===== src/rtl/rbs_pipelined_subtractor_pkg.sv =====
// Shared constants and slice arithmetic for the pipelined ripple-borrow subtractor
// (the pipelined ripple-carry adder uses the same package).
package rbs_pipelined_subtractor_pkg;

  localparam int DEF_WIDTH  = 16;
  localparam int DEF_STAGES = 4;
  localparam int DEF_SW     = DEF_WIDTH / DEF_STAGES;

  typedef struct packed {
    logic              bo;
    logic [DEF_SW-1:0] ds;
  } sliceRes_t;

  // One slice worked in SW+1 bits so the borrow out falls out as the top bit.
  function automatic sliceRes_t subSlice(input logic [DEF_SW-1:0] as,
                                         input logic [DEF_SW-1:0] bs,
                                         input logic              bi);
    logic [DEF_SW:0] full;
    full = {1'b0, as} - {1'b0, bs} - {{DEF_SW{1'b0}}, bi};
    return sliceRes_t'(full);
  endfunction

endpackage


===== src/rtl/rbs_pipelined_subtractor_if.sv =====
// Operand/result handshake bundle: master is the producer/consumer side,
// slave is the subtractor.
interface rbs_pipelined_subtractor_if
  import rbs_pipelined_subtractor_pkg::*;
#(
  parameter int WIDTH = DEF_WIDTH
);

  logic             in_valid;
  logic             in_ready;
  logic [WIDTH-1:0] a;
  logic [WIDTH-1:0] b;
  logic             bin;
  logic             out_valid;
  logic             out_ready;
  logic [WIDTH-1:0] d;
  logic             bout;
  logic             ovf;

  modport master (
    output in_valid, a, b, bin, out_ready,
    input  in_ready, out_valid, d, bout, ovf
  );

  modport slave (
    input  in_valid, a, b, bin, out_ready,
    output in_ready, out_valid, d, bout, ovf
  );

endinterface


===== src/rtl/rbs_pipelined_subtractor_slice.sv =====
// Combinational SW-bit ripple-borrow slice: {bo, ds} = as - bs - bi.
module rbs_slice
  import rbs_pipelined_subtractor_pkg::*;
#(
  parameter int SW = DEF_SW
) (
  input  logic [SW-1:0] as,
  input  logic [SW-1:0] bs,
  input  logic          bi,
  output logic [SW-1:0] ds,
  output logic          bo
);

  // The shared helper is fixed at the default slice width; other widths inline it.
  if (SW == DEF_SW) begin : gShared
    sliceRes_t res;
    assign res = subSlice(as, bs, bi);
    assign bo  = res.bo;
    assign ds  = res.ds;
  end else begin : gInline
    assign {bo, ds} = {1'b0, as} - {1'b0, bs} - {{SW{1'b0}}, bi};
  end

endmodule


===== src/rtl/rbs_pipelined_subtractor.sv =====
// Slice-pipelined ripple-borrow subtractor D = A - B - bin with valid/ready and a
// single global stall. Needs STAGES >= 2 and WIDTH a multiple of STAGES.
module rbs_pipelined_subtractor
  import rbs_pipelined_subtractor_pkg::*;
#(
  parameter int WIDTH  = DEF_WIDTH,
  parameter int STAGES = DEF_STAGES
) (
  input  logic                       clock,
  input  logic                       rst_n,
  rbs_pipelined_subtractor_if.slave  bus
);

  localparam int SW = WIDTH / STAGES;

  logic                       adv;
  logic [STAGES-1:0]          valid_q, valid_d;
  logic [STAGES-1:0]          borrow_q;
  logic [STAGES-1:0]          stageBo;
  logic [STAGES-1:0]          stageBi;
  logic [STAGES-1:0][SW-1:0]  sliceA, sliceB, stageDs, alignedDs;
  logic                       ovfStage_q, ovfStage_d;
  logic                       outValid_q, bout_q, ovf_q;
  logic [WIDTH-1:0]           d_q;

  assign adv          = !outValid_q || bus.out_ready;
  assign bus.in_ready = adv;

  for (genvar k = 0; k < STAGES; k++) begin : gStage
    if (k == 0) begin : gHead
      assign sliceA[k]  = bus.a[SW-1:0];
      assign sliceB[k]  = bus.b[SW-1:0];
      assign stageBi[k] = bus.bin;
    end else begin : gSkew
      logic [SW-1:0] aDly_q [k];
      logic [SW-1:0] bDly_q [k];

      // Slice k waits k cycles so it meets the borrow rippling up from slice k-1.
      always_ff @(posedge clock or negedge rst_n) begin
        if (!rst_n) begin
          for (int j = 0; j < k; j++) begin
            aDly_q[j] <= '0;
            bDly_q[j] <= '0;
          end
        end else if (adv) begin
          aDly_q[0] <= bus.a[k*SW +: SW];
          bDly_q[0] <= bus.b[k*SW +: SW];
          for (int j = 1; j < k; j++) begin
            aDly_q[j] <= aDly_q[j-1];
            bDly_q[j] <= bDly_q[j-1];
          end
        end
      end

      assign sliceA[k]  = aDly_q[k-1];
      assign sliceB[k]  = bDly_q[k-1];
      assign stageBi[k] = borrow_q[k-1];
    end

    rbs_slice #(.SW(SW)) uSlice (
      .as (sliceA[k]),
      .bs (sliceB[k]),
      .bi (stageBi[k]),
      .ds (stageDs[k]),
      .bo (stageBo[k])
    );

    logic [SW-1:0] dsDly_q [STAGES-k];

    always_ff @(posedge clock or negedge rst_n) begin
      if (!rst_n) begin
        for (int j = 0; j < STAGES - k; j++) begin
          dsDly_q[j] <= '0;
        end
      end else if (adv) begin
        dsDly_q[0] <= stageDs[k];
        for (int j = 1; j < STAGES - k; j++) begin
          dsDly_q[j] <= dsDly_q[j-1];
        end
      end
    end

    assign alignedDs[k] = dsDly_q[STAGES-1-k];
  end

  assign valid_d = {valid_q[STAGES-2:0], bus.in_valid};

  // Overflow is judged where the top slice resolves, using its skewed operand sign bits.
  assign ovfStage_d = (sliceA[STAGES-1][SW-1] != sliceB[STAGES-1][SW-1]) &&
                      (stageDs[STAGES-1][SW-1] != sliceA[STAGES-1][SW-1]);

  always_ff @(posedge clock or negedge rst_n) begin
    if (!rst_n) begin
      valid_q    <= '0;
      borrow_q   <= '0;
      ovfStage_q <= 1'b0;
      outValid_q <= 1'b0;
      d_q        <= '0;
      bout_q     <= 1'b0;
      ovf_q      <= 1'b0;
    end else if (adv) begin
      valid_q    <= valid_d;
      borrow_q   <= stageBo;
      ovfStage_q <= ovfStage_d;
      outValid_q <= valid_q[STAGES-1];
      d_q        <= alignedDs;
      bout_q     <= borrow_q[STAGES-1];
      ovf_q      <= ovfStage_q;
    end
  end

  assign bus.out_valid = outValid_q;
  assign bus.d         = d_q;
  assign bus.bout      = bout_q;
  assign bus.ovf       = ovf_q;

endmodule


===== src/flat_wrapper.sv =====
// flat-port wrapper written by rule: the top's interface ports become plain ports
module rbs_pipelined_subtractor_flat import rbs_pipelined_subtractor_pkg::*;
#(
  parameter int WIDTH  = DEF_WIDTH,
  parameter int STAGES = DEF_STAGES
)
  (clock, rst_n, bus_in_valid, bus_a, bus_b, bus_bin, bus_out_ready, bus_in_ready, bus_out_valid, bus_d, bus_bout, bus_ovf);
  rbs_pipelined_subtractor_if #(.WIDTH(WIDTH)) bus_i ();
  input  logic clock;
  input  logic rst_n;
  input wire logic [$bits(bus_i.in_valid)-1:0] bus_in_valid;
  input wire logic [$bits(bus_i.a)-1:0] bus_a;
  input wire logic [$bits(bus_i.b)-1:0] bus_b;
  input wire logic [$bits(bus_i.bin)-1:0] bus_bin;
  input wire logic [$bits(bus_i.out_ready)-1:0] bus_out_ready;
  output wire logic [$bits(bus_i.in_ready)-1:0] bus_in_ready;
  output wire logic [$bits(bus_i.out_valid)-1:0] bus_out_valid;
  output wire logic [$bits(bus_i.d)-1:0] bus_d;
  output wire logic [$bits(bus_i.bout)-1:0] bus_bout;
  output wire logic [$bits(bus_i.ovf)-1:0] bus_ovf;
  assign bus_i.in_valid = bus_in_valid;
  assign bus_i.a = bus_a;
  assign bus_i.b = bus_b;
  assign bus_i.bin = bus_bin;
  assign bus_i.out_ready = bus_out_ready;
  assign bus_in_ready = bus_i.in_ready;
  assign bus_out_valid = bus_i.out_valid;
  assign bus_d = bus_i.d;
  assign bus_bout = bus_i.bout;
  assign bus_ovf = bus_i.ovf;
  rbs_pipelined_subtractor #(.WIDTH(WIDTH), .STAGES(STAGES)) u_core (.clock(clock), .rst_n(rst_n), .bus(bus_i));
endmodule

===== config.mk =====
export PLATFORM = sky130hd
export DESIGN_NAME = rbs_pipelined_subtractor_flat
export DESIGN_NICKNAME = d
export VERILOG_FILES = /design/src/rtl/rbs_pipelined_subtractor_pkg.sv /design/src/rtl/rbs_pipelined_subtractor_if.sv /design/src/rtl/rbs_pipelined_subtractor_slice.sv /design/src/rtl/rbs_pipelined_subtractor.sv /design/src/flat_wrapper.sv
export SDC_FILE = /design/constraint.sdc
export NUM_CORES = 1
export LEC_CHECK = 0
export BUFFER_PORTS_ARGS = -buffer_cell sky130_fd_sc_hd__buf_2
export CAP_MARGIN = 20
export CORE_MARGIN = 2
export CORE_UTILIZATION = 58
export CTS_CLUSTER_DIAMETER = 80
export DETAILED_ROUTE_END_ITERATION = 16
export GPL_TIMING_DRIVEN = 0
export PLACE_DENSITY_LB_ADDON = 0.15
export SYNTH_ARGS = -nofsm -noshare
export SYNTH_HDL_FRONTEND = slang
export SYNTH_HIERARCHICAL = 1
export SYNTH_SLANG_ARGS = --single-unit

===== constraint.sdc =====
create_clock -name clock -period 2.99 [get_ports clock]
set_clock_uncertainty 0.1 [all_clocks]
set_input_delay 0.897 -clock clock [delete_from_list [all_inputs] [get_ports clock]]
set_output_delay 0.897 -clock clock [all_outputs]
set_load 0.01 [all_outputs]

==> reports/results.md <==
| Group | Quantity | This run |
|---|---|---|
| route | DRT Pass-1 Iters | 5 |
| status | Status | completed |
| synth | Flop and latch count out of synthesis | 116 |
| synth | Share of synthesized cell area in and, or, nand and nor gates | 1.88% |
| sta | Time the final worst path needs with I/O delays and setup | 2730 ps |
| synth | Leading post-synthesis cells by instance count | 116 x dfrtp_1, 87 x mux2_2, 32 x inv_1 |
| clocking | Clock Path Buffers | 2 |
| critical path | Critical path start-end classification | in2out |
| clocking | CTS root buffer | clkbuf_8 |
| sta | Highest Clock Rate | 0.366 GHz |
| synth | Main combinational cell family by area after synthesis | multiplexers |
| hold path | Min-delay worst type | in2async |
| cells and area | Final-layout fill cell count | 581 |
| synth | Fraction of post-synthesis cell area in the top cell type by area | 55.1% |
| cells and area | Share of the core filled with cells | 71.9% |
| synth | Post-Synthesis Mean Instance Area | 15.3 µm² |
| placed design | Total instance count after detailed placement | 510 |
| sta | Worst slew margin relative to its limit | 50.0% |
| cells and area | Net count of the finished layout | 490 |
| route | Vias after detailed routing | 2807 |
| floorplanning | I/O pin cnt | 57 |
| clocking | Number of gates given a new drive strength after cts | 0 |
| placed design | Number of buffer cells added on primary ports | 56 |
| route | Detailed-route DRC error count | 0 |
| cells and area | Synthesis-to-finish area growth | 19.7% |
| route | Starting DRT DRC Count | 91 |
| synth | Commonest register cell after synthesis | dfrtp_1 |
| sta | TNS Setup | 0 ps |
| route | Per-cell routed wire length | 14.8 µm |
| placed design | Post-detail-place hpwl | 5.49 mm |
| synth | Sequential cell area fraction in the yosys report | 55.1% |
| synth | Combined area of all synthesized cells | 5270 µm² |
| synth | Synth async-reset ratio | 100% |
| floorplanning | DIE AREA | 9860 µm² |
| global route | Initial antenna violation count | 0 |
| synth | Synthesized net count | 414 |
| synth | Synth Area in Compound Gates | 1.16% |
| sta | Final critical-path share of the clock period | 91.3% |
| power | Power per cell area | 1170 nW/µm² |
| global route | Via count of the first global-routing pass | 2975 |
| global route | Grt ovf | 0 |
| synth | Share of cell area taken by muxes after synthesis | 26.3% |
| floorplanning | Die Span Y | 99.3 µm |
| global route | First-pass GRT wire length | 14.2 mm |
| synth | Count of flip-flops with a built-in enable after synthesis | 0 |
| route | Antenna viol nets, final | 0 |
| clocking | Number of buffers added for setup after CTS | 0 |
| critical path | Worst Path Required | 1990 ps |
| synth | Cell accounting for the most synthesized area | dfrtp_1 |
| sta | Hold Fails Final Rpt | 0 |
| placed design | Placement-stage cell area | 5710 µm² |
| floorplanning | Starting utilization of the core area | 60.1% |
| power | VDD IR max | 543 µV |
| critical path | Maximum net fanout on the critical path | 10 |
| global route | Aggregate global-route resource usage | 18.8% |
| clocking | Number of H-tree levels | 4 |
| critical path | Critical Path Source Type | primary input |
| clocking | Total clock buffers created by CTS | 17 |
| critical path | CP endpoint kind | primary output |
| synth | Xor/xnor share of the synthesized area | 2.66% |
| clocking | Sinks on the clock net | 116 |
| cells and area | Finished layout cell area | 6300 µm² |
| synth | Top post-synthesis cells by area | dfrtp_1 55%, mux2_2 19%, mux2_4 7.7% |
| sta | Worst-margin pin slew | 750 ps |
| clocking | TritonCTS clock tree | yes |
| synth | Syn. warnings | 6 |
| synth | Number of distinct library cells after synthesis | 17 |
| critical path | Data arrival time at the worst-slack endpoint | 1730 ps |
| sta | Unrepaired setup endpoints after global routing | false |
| route | Aggregate routed wire length | 8.03 mm |
| flow run | Max capacitance violation total | 0 |
| synth | Post-synthesis share of cell area spent on full adders, half adders and majority gates | 8.75% |
| floorplanning | # rows | 34 |
| cells and area | Post-layout instance count excluding filler cells | 542 |
| synth | Dominant cell by count in the synthesized netlist | dfrtp_1 |
| floorplanning | Core outline area | 8760 µm² |
| placed design | Final Wtd Congestion | 0.799 |
| clocking | Clock latency of the later-clocked register in the worst-skew pair | 500 ps |
| power | Overall power of the completed layout | 0.00738 W |
| route | Average via count per standard cell | 5.18 |
| synth | Number of cells produced by synthesis | 345 |
| cells and area | Antenna Diode Count | 0 |
| sta | Max-slew violation total from the final report | 0 |
| sta | Setup Viol. Count Final | 0 |
| global route | Largest net degree at the start of global routing | 60 |
| clocking | Count of hold-fix buffers inserted at cts | 0 |
| power | Lkg Pwr | 3.04 nW |
| floorplanning | Horiz. Die Dim | 99.3 µm |
| clocking | Clock-pin slew on the worst setup and hold paths | 50 ps |
| cells and area | Fraction of final layout cells with drive strength greater than 1 | 50.5% |
==> report_power, final <==
part	switching (W)	internal [W]	leakage (nW)
registers	0.000397	0.00230	1.35
logic	0.00113	0.00157	1.40
clock network	0.000651	0.00133	0.292
==> stage by stage <==
stage / setup WS (ps) / hold WS, ps
after floorplan: 413 / 330
after global placement: -395 / 347
after detailed placement: 201 / 366
after CTS: 247 / 376
after global routing: 201 / 405
final: 260 / 368
==> logic make-up after synthesis <==
group / count (synthesis)
fa+ha+maj: 32
simple gates: 13
compound gates: 9
flops: 116
buf+inv: 45
xor+xnor: 16
mux: 114
==> final timing paths <==
path | start | end | slack, ps | cells past startpoint
setup / recovery | bus_out_ready | bus_in_ready | 260 | 6
setup reg to reg | u_core/gStage[3].gSkew.aDly_q[0] | u_core/ovfStage_q | 480 | 8
hold reg to reg | u_core/valid_q[3] | u_core/bus.out_valid | 380 | 1
max in group asynchronous | rst_n | u_core/bus.d[4] | 1710 | 2
min in group clock | u_core/valid_q[3] | u_core/bus.out_valid | 380 | 1
hold / removal | rst_n | u_core/bus.d[9] | 370 | 1
==> final cells by class <==
cell class / instances / area, µm² / area share [%]
flip-flops and latches: 116 / 2900 / 46.0
clock inverters: 9 / 126 / 2.00
plain buffers: 13 / 96.3 / 1.53
repair buffers: 57 / 310 / 4.92
well taps: 108 / 135 / 2.14
multi-input cells: 184 / 2150 / 34.0
clock buffers: 23 / 467 / 7.40
inverters: 32 / 120 / 1.91
==> cell usage in the layout (no fill, tap or decap) <==
cell type / Yosys / layout
clkinv_4: 0 / 1
a21oi_2: 4 / 4
clkinvlp_4: 0 / 1
clkinv_2: 0 / 4
bufinv_16: 0 / 3
clkbuf_16: 0 / 16
mux2_2: 87 / 87
buf_16: 0 / 1
nand2b_1: 5 / 5
nand3b_1: 5 / 5
buf_2: 8 / 63
buf_6: 5 / 5
buf_4: 0 / 1
or3b_2: 1 / 1
inv_1: 32 / 32
clkbuf_8: 0 / 4
o21ai_0: 4 / 4
mux2_4: 27 / 27
a31oi_1: 1 / 1
fa_1: 8 / 8
clkbuf_1: 0 / 3
nor3b_1: 1 / 1
ha_1: 24 / 24
xor2_1: 16 / 16
nand2b_4: 1 / 1
dfrtp_1: 116 / 116
==> state kept, by name, summed over array words and instances, names as in the netlist, 4 cells and up <==
| name | cells |
|---|---|
| u_core/gStage.gSkew.aDly_q | 24 |
| u_core/alignedDs | 12 |
| u_core/bus.d | 16 |
| u_core/gStage.dsDly_q | 28 |
| u_core/borrow_q | 4 |
| u_core/valid_q | 4 |
| u_core/gStage.gSkew.bDly_q | 24 |
==> per-layer routing <==
metal  part of all wire, %  up-vias  track usage [%]  wire length, µm
li1                      -     1322                -                -
met1                    44     1425             23.8             3560
met2                    51       50             30.5             4070
met3                   3.7       10             5.90              297
met4                   1.3        0             7.27              101
met5                     0        -                0                0
==> critical path: stages <==
cell	delay, ps
buf_2	90
nand2b_4	110
buf_6	130
buf_6	170
buf_6	180
buf_2	150
(Power assumes the default switching activity.)
